<file path="src/rtl/parallel_to_serial_if.sv">
// Handshake bundle for parallel_to_serial: word input side and serial output side.
// The out_last signal exists only when PTS_LAST_EN is defined.
interface parallel_to_serial_if #(
  parameter int P_WIDTH = 2
);
  logic [P_WIDTH-1:0] parallel;
  logic               in_valid;
  logic               in_ready;
  logic               serial;
  logic               out_valid;
  logic               out_ready;
`ifdef PTS_LAST_EN
  logic               out_last;
`endif

  modport master (
    output parallel,
    output in_valid,
    output out_ready,
    input  in_ready,
    input  serial,
`ifdef PTS_LAST_EN
    input  out_last,
`endif
    input  out_valid
  );

  modport slave (
    input  parallel,
    input  in_valid,
    input  out_ready,
    output in_ready,
    output serial,
`ifdef PTS_LAST_EN
    output out_last,
`endif
    output out_valid
  );
endinterface

</file>
<file path="src/rtl/parallel_to_serial.sv">
// Word-to-bit serializer, LSB first, with a one-word holding register for gapless streaming.
// Optional feature macro PTS_LAST_EN adds a registered out_last flag on bit P_WIDTH-1.
//
// state | meaning
// IDLE  | no word in flight, out_valid=0, serial=0
// SHIFT | shift_reg[0] is on serial, out_valid=1
module parallel_to_serial #(
  parameter int P_WIDTH = 2
) (
  input logic               clk,
  input logic               rst,
  parallel_to_serial_if.slave bus
);
  localparam int COUNTER_WIDTH = $clog2(P_WIDTH);
  localparam logic [COUNTER_WIDTH-1:0] LAST_IDX = COUNTER_WIDTH'(P_WIDTH - 1);

  typedef enum logic {IDLE = 1'b0, SHIFT = 1'b1} state_t;

  state_t                   state;
  logic [P_WIDTH-1:0]       shift_reg;
  logic [P_WIDTH-1:0]       hold_reg;
  logic [COUNTER_WIDTH-1:0] bit_cnt;
  logic [COUNTER_WIDTH-1:0] cnt_inc;
  logic                     hold_vld;
  logic                     accept;
  logic                     consume;
  logic                     last_bit;

  assign bus.in_ready  = ~hold_vld;
  assign accept        = bus.in_valid & ~hold_vld;
  assign consume       = (state == SHIFT) & bus.out_ready;
  assign last_bit      = (bit_cnt == LAST_IDX);
  assign cnt_inc       = bit_cnt + 1'b1;
  // shift_reg is cleared on entry to IDLE, so its LSB is the registered serial bit
  assign bus.serial    = shift_reg[0];
  assign bus.out_valid = (state == SHIFT);

`ifdef PTS_LAST_EN
  logic last_q;
  assign bus.out_last = last_q;
`endif

  always_ff @(posedge clk or negedge rst) begin
    if (!rst) begin
      state     <= IDLE;
      shift_reg <= '0;
      hold_reg  <= '0;
      bit_cnt   <= '0;
      hold_vld  <= 1'b0;
`ifdef PTS_LAST_EN
      last_q    <= 1'b0;
`endif
    end else if (state == IDLE) begin
      if (accept) begin
        state     <= SHIFT;
        shift_reg <= bus.parallel;
        bit_cnt   <= '0;
`ifdef PTS_LAST_EN
        last_q    <= 1'b0;
`endif
      end
    end else if (consume && last_bit) begin
      bit_cnt <= '0;
`ifdef PTS_LAST_EN
      last_q  <= 1'b0;
`endif
      if (hold_vld) begin
        shift_reg <= hold_reg;
        hold_vld  <= 1'b0;
      end else if (accept) begin
        shift_reg <= bus.parallel;
      end else begin
        state     <= IDLE;
        shift_reg <= '0;
      end
    end else begin
      if (consume) begin
        shift_reg <= {1'b0, shift_reg[P_WIDTH-1:1]};
        bit_cnt   <= cnt_inc;
`ifdef PTS_LAST_EN
        last_q    <= (cnt_inc == LAST_IDX);
`endif
      end
      // mid-word accepts park in the holding register
      if (accept) begin
        hold_reg <= bus.parallel;
        hold_vld <= 1'b1;
      end
    end
  end
endmodule
</file>
<file path="src/flat_wrapper.sv">
// flat-port wrapper written by rule: the top's interface ports become plain ports
module parallel_to_serial_flat 
#(
  parameter int P_WIDTH = 2
)
  (clk, rst, bus_parallel, bus_in_valid, bus_out_ready, bus_in_ready, bus_serial, bus_out_valid);
  parallel_to_serial_if #(.P_WIDTH(P_WIDTH)) bus_i ();
  input logic clk;
  input logic rst;
  input wire logic [$bits(bus_i.parallel)-1:0] bus_parallel;
  input wire logic [$bits(bus_i.in_valid)-1:0] bus_in_valid;
  input wire logic [$bits(bus_i.out_ready)-1:0] bus_out_ready;
  output wire logic [$bits(bus_i.in_ready)-1:0] bus_in_ready;
  output wire logic [$bits(bus_i.serial)-1:0] bus_serial;
  output wire logic [$bits(bus_i.out_valid)-1:0] bus_out_valid;
  assign bus_i.parallel = bus_parallel;
  assign bus_i.in_valid = bus_in_valid;
  assign bus_i.out_ready = bus_out_ready;
  assign bus_in_ready = bus_i.in_ready;
  assign bus_serial = bus_i.serial;
  assign bus_out_valid = bus_i.out_valid;
  parallel_to_serial #(.P_WIDTH(P_WIDTH)) u_core (.clk(clk), .rst(rst), .bus(bus_i));
endmodule
</file>
<file path="config.mk">
export PLATFORM = sky130hd
export DESIGN_NAME = parallel_to_serial_flat
export DESIGN_NICKNAME = d
export VERILOG_FILES = /design/src/rtl/parallel_to_serial_if.sv /design/src/rtl/parallel_to_serial.sv /design/src/flat_wrapper.sv
export SDC_FILE = /design/constraint.sdc
export NUM_CORES = 1
export LEC_CHECK = 0
export ABC_CLOCK_PERIOD_IN_PS = 1100
export BUFFER_PORTS_ARGS = -buffer_cell sky130_fd_sc_hd__buf_2
export CORE_AREA = 10 10 47 49
export CTS_CLUSTER_DIAMETER = 40
export DETAILED_ROUTE_END_ITERATION = 8
export DIE_AREA = 0 0 57 59
export RECOVER_POWER = 100
export SLEW_MARGIN = 40
export SYNTH_ARGS = -nofsm -noshare
export SYNTH_HDL_FRONTEND = slang
export SYNTH_SLANG_ARGS = --single-unit
</file>
<file path="constraint.sdc">
create_clock -name clk -period 1.1 [get_ports clk]
set_input_delay 0.22 -clock clk [delete_from_list [all_inputs] [get_ports clk]]
set_output_delay 0.22 -clock clk [all_outputs]
set_load 0.02 [all_outputs]
</file>
==> impl_metrics.toml, run 1 <==
[setup_path]
required_ns = 0.88
arrival_ns = 0.96
startpoint_type = "flop"
crit_chain = "buf_6 -> inv_4 -> buf_6"
endpoint_kind = "primary output"
crit_type = "reg2out"
slowest_stage = "dfrtp_1"
cp_common_cell = "buf_6"
cp_max_fo = 4
critPathMaxStageDelay_ns = 0.42

[sta]
worst_pin_slew_ns = 0.406
finalHoldViolations = 0
slew_viol_final = 0
fin_tns_setup_ns = -0.203
grt_setup_unrepaired = "true"
fmax_mhz = 851
finClkSkew_ns = 0.00679
setup_slack_ns = -0.0756
finalSetupViolations = 4
relSlewSlack = 0.730
whs_ns = 0.239
fin_crit_ns = 1.18
finalCritPeriodShare = 1.07

[route]
drt_iter0_drc = 6
wl_um = 907
avgViaCountPerCell = 4.74
drc = 0
routed-via-count = 351
wl_per_cell_um = 12.3
antenna_left = 0
drt_pass1_iterations = 2

[pwr]
power_frac_comb = 0.521
internal_power_mw = 0.938
pwr-share-clk = 0.156
power.total_mw = 1.47
switching_share = 0.362
p_seq_frac = 0.323
p_switching_mw = 0.533
p_leak_nw = 0.251
p_per_area_mw_per_mm2 = 2660
irDropWorstVdd_mv = 1.44

[placement]
dp.cells = 67
hpwl_um = 671
gp_congestion = 0.802
io_buffers = 8

[clock_tree]
cts_buffers = 3
clockRootBuffer = "clkbuf_4"
clk_pin_slew_worst_paths_ns = 0.05
cts_max_path_buffers = 2
htree_levels = 1
clock_sinks = 7
clk_latency_ns = 0.25
cts_tree = "done"

[die]
num_io_pins = 9
initial_core_util = 0.263
die_width_um = 57
num_rows = 14
die_h_um = 59
core_mm2 = 0.00140
die_area_mm2 = 0.00336

[finish]
n_antenna_cell = 0
nets = 65
drive_above_1_share = 0.483
fin_util = 0.395
fin_cells = 74
area.growth.synth_to_final_pct = 50.3
layout_commonest_cell = "nand2_1"
final_cell_mix = "nand2_1, dfrtp_1, clkbuf_4, buf_4"

[logic_synthesis]
syn_inst = 37
syn-num-nets = 43
synth_area_um2 = 368
ys_types = 18
yosys_warnings = 0
syn_area_per_cell_um2 = 9.94
yosysSeqAreaShare = 0.476
synth-seq-cells = 7

[run_status]
outcome = "finished, violations left"
violations = "setup timing"

[grt]
grt_pass1_vias = 347
grt_pass1_wl_um = 1480
grtUsageTotal = 0.0586
grt_max_degree = 8
grt_overflow = 0
antenna_found_initial = 0

[hold_path]
hold_class = "in2reg"

[run]
maxCapViolCount = 0
[cell usage after synthesis]
cell type  instances  area [um2]
o211ai_1           1        7.51
or3b_4             1        11.3
nand3b_1           2        15.0
nand2b_1           1        6.26
nor2b_2            1        8.76
dfrtp_1            7         175
a21o_1             1        7.51
a32oi_1            1        8.76
xor2_1             1        8.76
nand2_1            8        30.0
o21ai_0            2        10.0
buf_6              1        11.3
o21ai_2            1        8.76
inv_1              1        3.75
a22oi_1            1        7.51
a21oi_1            1        5.00
nand3_1            4        20.0
mux2_2             2        22.5
[cell families after synthesis]
| kind of cell | count (synthesis) | share of synthesized area |
|---|---|---|
| AO/OA/AOI/OAI | 8 | 0.150 |
| buffers and inverters | 2 | 0.0408 |
| XOR/XNOR | 1 | 0.0238 |
| multiplexers | 2 | 0.0612 |
| flip-flops | 7 | 0.476 |
| AND/OR/NAND/NOR | 17 | 0.248 |
[layout make-up]
class	instances	area, um2
Clock buffer	4	26.3
Fill cell	152	848
Inverter	1	6.26
Multi-Input combinational cell	28	188
Sequential cell	7	176
Tap cell	16	20.0
Timing Repair Buffer	18	136
[final timing paths]
kind	from	end	slack, ns	cells past startpoint
min in group asynchronous	rst	u_core.shift_reg[0]	0.40	2
worst max register to register	u_core.bus.out_valid	u_core.shift_reg[0]	-0.07	3
max in group asynchronous	rst	u_core.bus.out_valid	0.40	2
worst max-delay path	u_core.hold_vld	bus_in_ready	-0.08	3
worst min-delay path	bus_parallel[1]	u_core.hold_reg[1]	0.24	2
worst min register to register	u_core.hold_reg[1]	u_core.hold_reg[1]	0.51	1
[worst max-delay path, delay by kind of cell (launching register included)]
family | cells | cell delay (ns)
buf+inv | 3 | 0.29
flops | 1 | 0.42
[timing repair]
action | 4_1_cts | 5_1_grt
pin swaps | 2 | 2
setup buffers | 1 | 1
endpoints found under the hold margin | 7 | 0
hold buffers | 1 | 0
setup endpoints to repair | 6 | 6
gates resized for setup | 9 | 1
[per-layer routing]
metal	vias up	track usage	part of all wire
li1	175	-	-
met1	159	0.0602	0.46
met2	12	0.0775	0.42
met3	5	0.0494	0.095
met4	0	0.0403	0.021
met5	-	0	0
[power groups by stage]
stage	Sequential, mW	Combinational, mW	Clock, mW
floorplan	0.512	0.342	0
global placement	0.466	0.628	0
detailed placement	0.469	0.626	0
CTS	0.476	0.739	0.241
global route	0.489	0.851	0.252
finish	0.475	0.766	0.230
[metrics by stage]
stage | cell area, um2 | worst slack (ns)
after floorplan | 369 | -0.181
after global placement | 470 | -0.0375
after detailed placement | 470 | -0.0567
after CTS | 544 | -0.0773
after global routing | 553 | -0.129
final | 553 | -0.0756
(Power assumes the default switching activity.)
==> inputs of run 2 (changes only) <==
Settings changed: RECOVER_POWER 100 to default.
==> run 2 against run 1 <==
  * The run still ends with setup timing left
  * Combinational power rose by 0.5%
  * Sequential power hardly changed
  * Wire length did not move
  * Clock power about the same
  * Fmax hardly changed
==> impl_metrics.toml, run 2 (synthesized netlist as in run 1, its figures left out) <==
[setup_path]
crit_type = "reg2out"
critPathMaxStageDelay_ns = 0.42
worstRegToRegCells = 3
crit_chain = "buf_6 -> inv_4 -> buf_6"
rrSetupSlack_ns = -0.07
rr_startpoint = "u_core.bus.out_valid"
slowest_stage = "dfrtp_1"
startpoint_type = "flop"
arrival_ns = 0.96
r2r_end = "u_core.shift_reg[0]"
cp_common_cell = "buf_6"
cp_max_fo = 4
required_ns = 0.88
endpoint_kind = "primary output"

[grt]
antenna_found_initial = 0
grt_pass1_vias = 347
grt_pass1_wl_um = 1480
grtUsageTotal = 0.0586
grt_overflow = 0
grt_max_degree = 8

[route]
antenna_left = 0
drt_pass1_iterations = 2
drc = 0
wl_per_cell_um = 12.3
routed-via-count = 349
avgViaCountPerCell = 4.72
drt_iter0_drc = 6
wl_um = 907

[finish]
fin_cells = 74
area.growth.synth_to_final_pct = 50.7
nets = 65
stdcell_area_um2 = 554
n_antenna_cell = 0
final_cell_mix = "nand2_1, buf_4, buf_2, dfrtp_1, buf_6"
drive_above_1_share = 0.500
layout_commonest_cell = "nand2_1"

[clock_tree]
cts_max_path_buffers = 2
clk_latency_ns = 0.25
htree_levels = 1
clk_pin_slew_worst_paths_ns = 0.05
clock_sinks = 7
cts_buffers = 3
cts_tree = "done"
clockRootBuffer = "clkbuf_4"

[die]
initial_core_util = 0.263
core_mm2 = 0.00140
num_io_pins = 9
die_width_um = 57
die_h_um = 59
die_area_mm2 = 0.00336
num_rows = 14

[pwr]
p_per_area_mw_per_mm2 = 2660
p_leak_nw = 0.254
irDropWorstVdd_mv = 1.44
power.total_mw = 1.48

[sta]
grt_setup_unrepaired = "true"
worst_pin_slew_ns = 0.161
finalHoldViolations = 0
finalSetupViolations = 4
setup_slack_ns = -0.0757
fin_crit_ns = 1.18
fmax_mhz = 851
fin_tns_setup_ns = -0.201
slew_viol_final = 0
finClkSkew_ns = 0.00680
relSlewSlack = 0.891
finalCritPeriodShare = 1.07

[placement]
hpwl_um = 671
dpl_cell_area_um2 = 470
io_buffers = 8
gp_congestion = 0.802
dp.cells = 67

[hold_path]
hold_depth = 2
hp-start = "bus_parallel[1]"
hold_class = "in2reg"
min_to = "u_core.hold_reg[1]"

[run_status]
outcome = "finished, violations left"
violations = "setup timing"

[run]
maxCapViolCount = 0
[run 2: cell types whose count changed in the layout (fill, tap and decap cells not counted)]
| cell | change |
|---|---|
| buf_2 | +2 |
| buf_4 | +2 |
| clkbuf_4 | -2 |
| clkbuf_1 | -1 |
| clkbuf_2 | -1 |
[run 2: area by class of cell]
class | count | area (um2)
Fill cell | 152 | 847
Multi-Input combinational cell | 28 | 188
Sequential cell | 7 | 176
Timing Repair Buffer | 18 | 138
Clock buffer | 4 | 26.3
Tap cell | 16 | 20.0
Inverter | 1 | 6.26
[run 2: how the worst max path moves through the flow]
| stage | startpoint | to |
|---|---|---|
| after global routing | u_core.hold_vld | bus_in_ready |
| after CTS | u_core.hold_vld | bus_in_ready |
| after global placement | u_core.hold_vld | u_core.shift_reg[0] |
| final | u_core.hold_vld | bus_in_ready |
| after floorplan | u_core.bus.out_valid | u_core.shift_reg[0] |
| after detailed placement | u_core.hold_vld | u_core.shift_reg[0] |
[run 2: worst max-delay path: cells and delay by family, from the launching register on]
kind | cells | cell delay [ns]
buffers and inverters | 3 | 0.29
DFF | 1 | 0.42
[run 2: what timing repair did]
item,CTS,global route
hold buffers,1,0
pin swaps,2,2
endpoints found under the hold margin,7,0
resized for setup,9,1
setup endpoints to repair,6,6
buffers inserted,1,1
[run 2: stage by stage]
| step | util | setup slack [ns] | hold WS, ns |
|---|---|---|---|
| after CTS | 0.388 | -0.0773 | 0.236 |
| final | 0.396 | -0.0757 | 0.239 |
| after global routing | 0.396 | -0.129 | 0.247 |
| after floorplan | - | -0.181 | -0.0756 |
| after global placement | 0.336 | -0.0375 | 0.0640 |
| after detailed placement | 0.336 | -0.0567 | 0.0644 |
[run 2: layer usage]
layer	global-route usage	wire length, um	vias up	part of all wire
met4	0.0403	19	0	0.021
met5	0	0	-	0
met1	0.0602	420	158	0.46
li1	-	-	174	-
met2	0.0775	380	12	0.42
met3	0.0494	86	5	0.095
[run 2: power by group]
| group | switching (mW) | internal, mW | total [mW] |
|---|---|---|---|
| registers | 0.0918 | 0.383 | 0.475 |
| clock network | 0.0917 | 0.138 | 0.230 |
| logic | 0.350 | 0.421 | 0.770 |
==> inputs of run 3 (changes only) <==
Settings changed: ABC_AREA from default to 1.
==> run 3 against run 2 <==
  * Wire length shrank 14%
  * Highest routed layer is now met3
  * Combinational power shrank 11%
  * Sequential share of layout area grew 3.8 points
  * Largest cell class is now registers
  * Largest power group unchanged
  * Synthesized cell count grew 24%
  * The flow still finishes with violations (setup timing)
  * Global-route usage shrank 0.84 points
==> impl_metrics.toml, run 3 <==
[logic_synthesis]
muxShareOfSynthArea = 0
synth.most_common_cell = "nand2_1"
synth-compound-area-share = 0.127
synth_top_cell_by_area = "dfrtp_1"
synth-seq-cells = 7
syn-num-nets = 52
syn_inst = 46
synth_top_cell_area_share = 0.495
synth-xor-area-share = 0
synthAdderAreaFrac = 0
synth_top_family_by_area = "simple AND/OR/NAND/NOR gates"
synth_area_um2 = 354
yosys_warnings = 0
synthArstFlopShare = 1.00
syn_area_per_cell_um2 = 7.70
yosys.area_share.simple = 0.311
synth_commonest_cells = "nand2_1, dfrtp_1, o21ai_0, a21oi_1, nor2_1"
synth_area_leaders = "dfrtp_1, nand2_1, o21ai_0"
synth-edff-count = 0
ys_types = 12
synthFlopType = "dfrtp_1"
yosysSeqAreaShare = 0.495

[finish]
fin_util = 0.356
n_antenna_cell = 0
final_cell_mix = "nand2_1, buf_2, o21ai_0, dfrtp_1, a21oi_1"
layout_commonest_cell = "nand2_1"
drive_above_1_share = 0.387
area.growth.synth_to_final_pct = 41.0
stdcell_area_um2 = 499
multi_input_area_um2 = 163
nets = 69
fin_cells = 78
fill_cells = 158
regArea_um2 = 178

[pwr]
power.total_mw = 1.44
p_per_area_mw_per_mm2 = 2880
p_leak_nw = 0.254
irDropWorstVdd_mv = 0.993

[placement]
dp.cells = 71
hpwl_um = 601
dpl_cell_area_um2 = 422
gp_congestion = 0.745
pre_cts_slack_ns = 0.0456
io_buffers = 8

[setup_path]
arrival_ns = 0.88
endpoint_kind = "primary output"
critPathMaxStageDelay_ns = 0.44
slowest_stage = "dfrtp_2"
crit_chain = "inv_2 -> buf_6"
crit_type = "reg2out"
cp-startpoint = "u_core.hold_vld"
required_ns = 0.88
rr_startpoint = "u_core.hold_vld"
startpoint_type = "flop"
cp_max_fo = 4
rrSetupSlack_ns = 0.02

[die]
initial_core_util = 0.253
num_io_pins = 9
die_h_um = 59
die_width_um = 57
num_rows = 14
core_mm2 = 0.00140
die_area_mm2 = 0.00336

[grt]
grt_pass1_wl_um = 1300
grt_max_degree = 8
antenna_found_initial = 0
grtUsageTotal = 0.0502
grt_pass1_vias = 334
grt_overflow = 0

[clock_tree]
cts_buffers = 3
cts_max_path_buffers = 2
clk_pin_slew_worst_paths_ns = 0.05
htree_levels = 1
clk_latency_ns = 0.25
cts_tree = "done"
clockRootBuffer = "clkbuf_4"
clock_sinks = 7

[sta]
fmax_mhz = 908
finalSetupViolations = 1
worst_pin_slew_ns = 0.192
finalCritPeriodShare = 1.00
finClkSkew_ns = 0.00535
slew_viol_final = 0
finalHoldViolations = 0
fin_crit_ns = 1.10
relSlewSlack = 0.872
grt_setup_unrepaired = "true"
setup_slack_ns = -0.00190

[route]
wl_per_cell_um = 10.0
drt_pass1_iterations = 4
wl_um = 783
antenna_left = 0
drt-met1-wl_um = 340
avgViaCountPerCell = 4.23
routed-via-count = 330
routed-wl-met2_um = 434
routed-wl-met3_um = 8
drt_iter0_drc = 11
topRoutingLayerUsed = "met3"
drc = 0

[run]
maxCapViolCount = 0

[hold_path]
hp-start = "bus_parallel[1]"
hold_class = "in2reg"

[run_status]
outcome = "finished, violations left"
violations = "setup timing"
## run 3: cell count changes after synthesis, moves of 3 or more
cell,before,now
nand2_1,8,14
o21ai_0,2,5
a21oi_1,1,4
nor2_1,0,4
## run 3: final cells by class
class                           instances  share of cell area
Timing Repair Buffer                   12               0.178
Clock buffer                            4              0.0526
Inverter                                6              0.0476
Multi-Input combinational cell         33               0.326
Tap cell                               16              0.0401
Sequential cell                         7               0.356
## run 3: through the flow
stage	hold WS (ns)	setup TNS, ns
after floorplan	-0.0756	0
after global placement	0.0666	0
after detailed placement	0.0648	0
after CTS	0.252	-0.0157
after global routing	0.260	-0.152
final	0.258	-0.00190
## run 3: kinds of logic (layout without fill, tap and decap cells)
kind of cell | Yosys count | after routing
simple gates | 24 | 24
compound gates | 9 | 9
buf+inv | 6 | 22
flops | 7 | 7
## run 3: worst max-delay path, delay by kind of cell (launching register included)
kind | cells | cell delay (ns)
DFF | 1 | 0.44
buffers and inverters | 2 | 0.19
## run 3: path summary, 6_finish.rpt
kind | to | depth (start not counted)
max in group asynchronous | u_core.hold_vld | 2
worst min-delay path | u_core.hold_reg[1] | 3
worst max register to register | u_core.shift_reg[0] | 6
worst min register to register | u_core.hold_reg[0] | 2
worst max-delay path | bus_in_ready | 2
min in group asynchronous | u_core.bus.out_valid | 2
## run 3: routing by layer
metal,vias to the layer above,GRT usage
li1,177,-
met1,150,0.0478
met2,3,0.0806
met3,0,0.0129
met4,0,0.0604
met5,-,0
## run 3: repair_timing
action	4_1_cts	5_1_grt
setup buffers	2	0
endpoints found under the setup margin	2	6
pin swaps	0	4
hold buffers	1	0
hold endpoints to repair	7	0
gates resized for setup	5	4
## run 3: report_power, final
group          internal (mW)  leakage (nW)  total, mW  switching, mW
Clock                  0.138        0.0150      0.232         0.0937
Sequential             0.397        0.0799      0.523          0.126
Combinational          0.321         0.159      0.682          0.362
Total                  0.856         0.254       1.44          0.581
